`src/rtl/psum_collector_conv2.sv`:
```
// psum_collector_conv2
// Drain end of the conv-layer-2 PE row. Tracks pixel position within each
// row/frame, drops warm-up sums produced while the tap shift register fills,
// requantizes the remaining sums (ReLU, rounding shift, 8-bit saturate) and
// queues them in a small FIFO presented as a valid/ready stream.
//
// state      | meaning
// -----------+--------------------------------------------------------------
// S_IDLE     | no frame in progress; waiting for en_in & row_start
// S_FILL     | tap register filling; sums of this row are discarded
// S_STREAM   | every en_in pixel yields a valid sum to requantize and queue
// S_ROW_WAIT | row finished, frame not; waiting for the next row_start
// S_DRAIN    | last row finished; waiting for in-flight sum and empty FIFO
module psum_collector_conv2 #(
  parameter int PSUM_W     = 14,
  parameter int OUT_W      = 8,
  parameter int IFMAP_W    = 12,
  parameter int IFMAP_H    = 10,
  parameter int KERNEL     = 3,
  parameter int SHIFT      = 4,
  parameter int FIFO_DEPTH = 8
) (
  input  logic              clk,
  input  logic              rst,
  input  logic              en_in,
  input  logic              row_start,
  input  logic [PSUM_W-1:0] psum_in,
  output logic [OUT_W-1:0]  out_data,
  output logic              out_valid,
  input  logic              out_ready,
  output logic              stall_out,
  output logic              busy,
  output logic              frame_done,
  output logic              overflow_err,
  input  logic              clr_err
);

  localparam int COL_W = (IFMAP_W > 1) ? $clog2(IFMAP_W) : 1;
  localparam int ROW_W = (IFMAP_H > 1) ? $clog2(IFMAP_H) : 1;
  localparam int PTR_W = (FIFO_DEPTH > 1) ? $clog2(FIFO_DEPTH) : 1;
  localparam int CNT_W = PTR_W + 1;

  localparam logic [COL_W-1:0] COL_LAST        = COL_W'(IFMAP_W - 1);
  localparam logic [COL_W-1:0] COL_FILL_END    = COL_W'(KERNEL - 2);
  localparam logic [COL_W-1:0] COL_FIRST_VALID = COL_W'(KERNEL - 1);
  localparam logic [ROW_W-1:0] ROW_LAST        = ROW_W'(IFMAP_H - 1);
  localparam logic [CNT_W-1:0] CNT_FULL        = CNT_W'(FIFO_DEPTH);
  // Two below full: one sum may already be in flight when upstream reacts.
  localparam logic [CNT_W-1:0] CNT_STALL       = CNT_W'(FIFO_DEPTH - 2);

  localparam logic [PSUM_W:0] ROUND_ADD = (PSUM_W + 1)'(2 ** (SHIFT - 1));
  localparam logic [PSUM_W:0] SAT_MAX   = (PSUM_W + 1)'(2 ** OUT_W - 1);

  typedef enum logic [2:0] {
    S_IDLE,
    S_FILL,
    S_STREAM,
    S_ROW_WAIT,
    S_DRAIN
  } state_t;

  // With a 2-tap row the row_start pixel already completes the fill.
  localparam state_t ROW_ENTRY = (KERNEL > 2) ? S_FILL : S_STREAM;

  state_t           state, state_nxt;
  logic [COL_W-1:0] col, col_nxt, cur_col;
  logic [ROW_W-1:0] row, row_nxt;
  logic             pix_en;
  logic             take, take_d;
  logic             frame_end;

  logic [OUT_W-1:0] mem [FIFO_DEPTH];
  logic [PTR_W-1:0] wr_ptr, rd_ptr;
  logic [CNT_W-1:0] count;
  logic             push, pop, full, wr_en, drop;

  logic [PSUM_W:0]  rnd_sum;
  logic [PSUM_W:0]  shifted;
  logic [OUT_W-1:0] q_data;

  // Next-state, position counters and sample qualification.
  always_comb begin
    state_nxt = state;
    col_nxt   = col;
    row_nxt   = row;
    pix_en    = 1'b0;
    frame_end = 1'b0;
    // A row_start pixel is column 0 regardless of where the row counter was.
    cur_col   = row_start ? '0 : col;

    case (state)
      S_IDLE, S_ROW_WAIT: begin
        if (en_in && row_start) begin
          pix_en    = 1'b1;
          state_nxt = ROW_ENTRY;
        end
      end
      S_FILL: begin
        if (en_in) begin
          pix_en = 1'b1;
          if (row_start) begin
            state_nxt = ROW_ENTRY;
          end else if (col == COL_FILL_END) begin
            state_nxt = S_STREAM;
          end
        end
      end
      S_STREAM: begin
        if (en_in) begin
          pix_en = 1'b1;
          if (row_start) begin
            // Aborted row: restart it without counting it as completed.
            state_nxt = ROW_ENTRY;
          end else if (col == COL_LAST) begin
            if (row == ROW_LAST) begin
              state_nxt = S_DRAIN;
            end else begin
              row_nxt   = row + 1'b1;
              state_nxt = S_ROW_WAIT;
            end
          end
        end
      end
      S_DRAIN: begin
        if (!take_d && (count == '0)) begin
          frame_end = 1'b1;
          row_nxt   = '0;
          state_nxt = S_IDLE;
        end
      end
      default: state_nxt = S_IDLE;
    endcase

    if (pix_en) begin
      col_nxt = (cur_col == COL_LAST) ? '0 : cur_col + 1'b1;
    end

    take = pix_en && (cur_col >= COL_FIRST_VALID);
  end

  // State, counters, sample-valid pipeline and frame-done pulse.
  always_ff @(posedge clk) begin
    if (rst) begin
      state      <= S_IDLE;
      col        <= '0;
      row        <= '0;
      take_d     <= 1'b0;
      frame_done <= 1'b0;
    end else begin
      state      <= state_nxt;
      col        <= col_nxt;
      row        <= row_nxt;
      take_d     <= take;
      frame_done <= frame_end;
    end
  end

  // Requantize: ReLU, round-half-up shift, saturate to the output width.
  always_comb begin
    rnd_sum = {1'b0, psum_in} + ROUND_ADD;
    shifted = rnd_sum >> SHIFT;
    q_data  = '0;
    if (!psum_in[PSUM_W-1]) begin
      if (shifted > SAT_MAX) begin
        q_data = SAT_MAX[OUT_W-1:0];
      end else begin
        q_data = shifted[OUT_W-1:0];
      end
    end
  end

  assign push      = take_d;
  assign out_valid = (count != '0);
  assign pop       = out_valid && out_ready;
  assign full      = (count == CNT_FULL);
  // A pop on the same edge frees the slot, so a full FIFO still accepts.
  assign wr_en     = push && (!full || pop);
  assign drop      = push && full && !pop;

  // FIFO storage; contents need no reset because out_data is masked when empty.
  always_ff @(posedge clk) begin
    if (wr_en) begin
      mem[wr_ptr] <= q_data;
    end
  end

  // FIFO pointers and occupancy.
  always_ff @(posedge clk) begin
    if (rst) begin
      wr_ptr <= '0;
      rd_ptr <= '0;
      count  <= '0;
    end else begin
      if (wr_en) begin
        wr_ptr <= wr_ptr + 1'b1;
      end
      if (pop) begin
        rd_ptr <= rd_ptr + 1'b1;
      end
      case ({wr_en, pop})
        2'b10:   count <= count + 1'b1;
        2'b01:   count <= count - 1'b1;
        default: count <= count;
      endcase
    end
  end

  // Sticky overflow flag; a new drop wins over a simultaneous clear.
  always_ff @(posedge clk) begin
    if (rst) begin
      overflow_err <= 1'b0;
    end else if (drop) begin
      overflow_err <= 1'b1;
    end else if (clr_err) begin
      overflow_err <= 1'b0;
    end
  end

  assign out_data  = out_valid ? mem[rd_ptr] : '0;
  assign stall_out = (count >= CNT_STALL);
  assign busy      = (state != S_IDLE);

endmodule

```
`config.mk`:
```
export PLATFORM = sky130hd
export DESIGN_NAME = psum_collector_conv2
export DESIGN_NICKNAME = d
export VERILOG_FILES = /design/src/rtl/psum_collector_conv2.sv
export SDC_FILE = /design/constraint.sdc
export NUM_CORES = 1
export LEC_CHECK = 0
export BUFFER_PORTS_ARGS = -buffer_cell sky130_fd_sc_hd__clkbuf_2
export CORE_ASPECT_RATIO = 1.25
export CORE_MARGIN = 8
export CORE_UTILIZATION = 59
export DETAILED_ROUTE_END_ITERATION = 7
export GPL_ROUTABILITY_DRIVEN = 1
export PLACE_DENSITY_LB_ADDON = 0.25
export SETUP_SLACK_MARGIN = 0.02
export SLEW_MARGIN = 20
export SYNTH_ARGS = -nofsm -noshare
export SYNTH_HDL_FRONTEND = slang
export SYNTH_SLANG_ARGS = --single-unit
```
`constraint.sdc`:
```
create_clock -name clk -period 3.3 [get_ports clk]
set_input_delay 0.33 -clock clk [delete_from_list [all_inputs] [get_ports clk]]
set_output_delay 0.33 -clock clk [all_outputs]
set_load 0.1 [all_outputs]
```
==> summary.txt <==
Worst setup path
  – Reg2Reg Setup Slack: 0.63 ns
  – R2R depth: 10
  – Critical Path Source: count[1]$_SDFFE_PP0P_
  – Crit start category: flip-flop
  – Worst path depth: 10
  – CP required: 3.57 ns
  – Cell family with most CP delay: compound AO/OA/AOI/OAI gates
  – Worst r2r src: count[1]$_SDFFE_PP0P_
  – Worst-path cell with the longest stage delay: dfxtp_1
  – Crit path buffers/inverters: 1
  – Critical path class: flip-flop to flip-flop
  – Crit path max fanout: 6
  – Critical Path Max Stage Delay: 0.47 ns
  – Capturing point of the worst reg2reg path: count[3]$_SDFFE_PP0P_
  – Crit-path cells: nor3_1 > a21boi_0 > inv_1 > ha_1 > ha_1 > a21o_2 > a21oi_1 > xnor2_1 > or3_1 > a21oi_1
  – CP endpoint kind: flip-flop
  – Critical path destination: count[3]$_SDFFE_PP0P_
  – Crit path DAT: 2.94 ns

Worst hold path
  – Worst Hold Class: input pin to flip-flop

Floorplan
  – IO Count: 33
  – Die X: 90.6 um
  – Die span in y: 109 um
  – Die area: 0.00990 sq mm
  – Row cnt: 34
  – Placeable Area: 0.00685 sq mm
  – Starting Density: 0.599

STA
  – Final hold slack: 0.271 ns
  – Final slew viol count: 0
  – Final hold violation count: 0
  – Setup TNS: 0 ns
  – Minimum clock period: 2.67 ns
  – Relative slew slack: 0.408
  – Final Skew: 0.00919 ns
  – RSZ-0062 raised after global routing: false
  – FMAX: 0.374 GHz
  – Period utilization: 0.810
  – Least-Margin Pin Slew: 0.885 ns
  – # setup viols final: 0

Clocking
  – Root Driver: clkbuf_8
  – Post-CTS Setup Bufs: 0
  – H-tree depth: 3
  – Cts repair resizes: 0
  – Cts hold-fix bufs: 0
  – CTS tree: yes
  – Sink Count: 91
  – CTS Buf Count: 9
  – Worst-skew pair later-pin latency: 0.35 ns
  – CTS Buffer Depth: 2
  – Reg clk slew, reported paths: 0.08 ns

Finish
  – Post-route insts no fill: 439
  – Final net count: 375
  – FILL cells: 512
  – Share of cells above drive strength 1: 0.212
  – # diodes: 0
  – Post-layout util: 0.666
  – Layout area overhead: 11.2%

Place
  – Placed Cells: 423
  – Hpwl dp: 5.42 mm
  – Placer Congestion: 0.827
  – Port bufs: 29

Global route
  – First-pass GRT wire length: 12.5 mm
  – Total Routing Usage GR: 0.165
  – Initial antenna violation count: 0
  – Largest net degree at the start of global routing: 27
  – Vias in the first global route: 2,594
  – Global route overflow: 0

Power and ir drop
  – Power Total: 2.23 mW
  – Pint: 1.71 mW
  – Pwr Density: 488 mW/mm^2
  – Sw frac: 0.232
  – Clk network pwr share: 0.361
  – Comb power frac: 0.083
  – Flop pwr share: 0.556
  – Peak VDD IR: 0.000357 V
  – LEAKAGE: 1.60 nW
  – Psw: 0.516 mW

Synth
  – Most numerous cell in the Yosys netlist: edfxtp_1
  – Largest family of logic cells by synthesized area: simple AND/OR/NAND/NOR gates
  – Cell taking the most area after synthesis: edfxtp_1
  – Sequential area share after synthesis: 0.600
  – Syn nets: 339
  – Ys flop type: edfxtp_1
  – Share of Yosys cell area claimed by the top area cell type: 0.468
  – Synth Area in Compound Gates: 0.0777
  – Xor and xnor fraction of the mapped netlist area: 0.0277
  – Mean Syn Cell Area: 13.3 sq um
  – Post-Syn Area: 0.00411 sq mm
  – Register bit total from synthesis: 91
  – Synth area leaders: edfxtp_1 (47%), dfxtp_1 (13%), mux4_2 (8.8%)
  – Synth cell types: 50
  – YS warnings: 0
  – Simple-Gate Fraction of Synth Area: 0.120
  – EDFF count, synth: 64
  – Top post-synthesis cells by count: edfxtp_1 (64), nor2_1 (38), dfxtp_1 (27)
  – Synth Instances: 308
  – Synth async-reset ratio: 0
  – Multiplexer area fraction after synthesis: 0.112
  – Adder-Cell Fraction of Synth Area: 0.0354

Route
  – Routed WL: 7.77 mm
  – DRC: 0
  – ANT nets after route: 0
  – Avg WL per Cell: 17.7 um
  – Vias: 2,557
  – Initial DRT Pass Iterations: 4
  – Vias per inst: 5.82
  – Initial DRC Count: 223

Run
  – Max-cap viol count: 0

Status
  – Status: finished clean
[registers in the layout, indices dropped and copies added, names as in the netlist, named ones only]
signal,cells
mem,64
count,4
state,3
row,4
overflow_err,1
wr_ptr,3
col,4
frame_done,1
rd_ptr,3
push,1
[tightest hold or removal path, delay by kind of cell]
kind	cells	cell delay, ns
buffers and inverters	2	0.13
AND/OR/NAND/NOR	1	0.08
AO/OA/AOI/OAI	1	0.05
[cell usage in the layout (no fill, tap or decap), drive strengths merged, types with 3 or more instances in the layout]
master  count
edfxtp     64
nor2       38
clkbuf     38
dfxtp      27
a21oi      24
nand2      18
mux4       16
inv        15
ha         10
mux2i       9
xnor2       7
o21ai       7
xor2        6
buf         6
nand3       5
nor2b       5
nand2b      5
nor3        4
nor4        4
nor3b       4
or3         3
nand4       3
clkinv      3
[cells by family (layout without fill, tap and decap cells)]
family          Yosys count  after routing
simple gates             97             97
flops                    91             91
compound gates           47             47
mux                      26             26
buf+inv                  23             64
xor+xnor                 13             13
fa+ha+maj                11             11
[routing by layer]
layer	vias up	track usage	routed length [um]
met5	-	0	0
met4	0	0.0787	155
met3	15	0.0379	347
met2	66	0.301	4150
met1	1256	0.179	3120
li1	1220	-	-
[how the worst min path moves through the flow]
stage	start	slack, ns	endpoint	cells past startpoint
3_3_place_gp	row[3]$_SDFFE_PP0P_	0.46	row[3]$_SDFFE_PP0P_	1
3_5_place_dp	row[3]$_SDFFE_PP0P_	0.48	row[3]$_SDFFE_PP0P_	1
5_1_grt	clr_err	0.29	overflow_err$_SDFFE_PP0P_	4
2_1_floorplan	row[3]$_SDFFE_PP0P_	0.44	row[3]$_SDFFE_PP0P_	1
6_report	clr_err	0.27	overflow_err$_SDFFE_PP0P_	4
4_1_cts	clr_err	0.26	overflow_err$_SDFFE_PP0P_	4
[final cells by class]
class                      count  area [sq um]  area share
multi-input combinational    194          1530       0.336
tap                           90           113      0.0247
inverter                      13          51.3      0.0112
sequential                    91          2460       0.539
clock inverter                 7          90.1      0.0197
timing repair buffer          35           190      0.0417
clock buffer                   9           124      0.0271
[power groups by stage]
stage / clock network, mW / registers (mW) / logic, mW
CTS: 0.814 / 1.24 / 0.185
finish: 0.804 / 1.24 / 0.184
global placement: 0 / 1.27 / 0.180
global route: 0.850 / 1.24 / 0.200
detailed placement: 0 / 1.27 / 0.184
floorplan: 0 / 1.26 / 0.141
[stage by stage]
| step | setup slack, ns | area [sq um] |
|---|---|---|
| 2_1_floorplan | 0.505 | 4110 |
| 3_3_place_gp | 0.711 | 4350 |
| 3_5_place_dp | 0.623 | 4350 |
| 4_1_cts | 0.604 | 4560 |
| 5_1_grt | 0.262 | 4560 |
| 6_report | 0.628 | 4560 |
(Power assumes the default switching activity.)
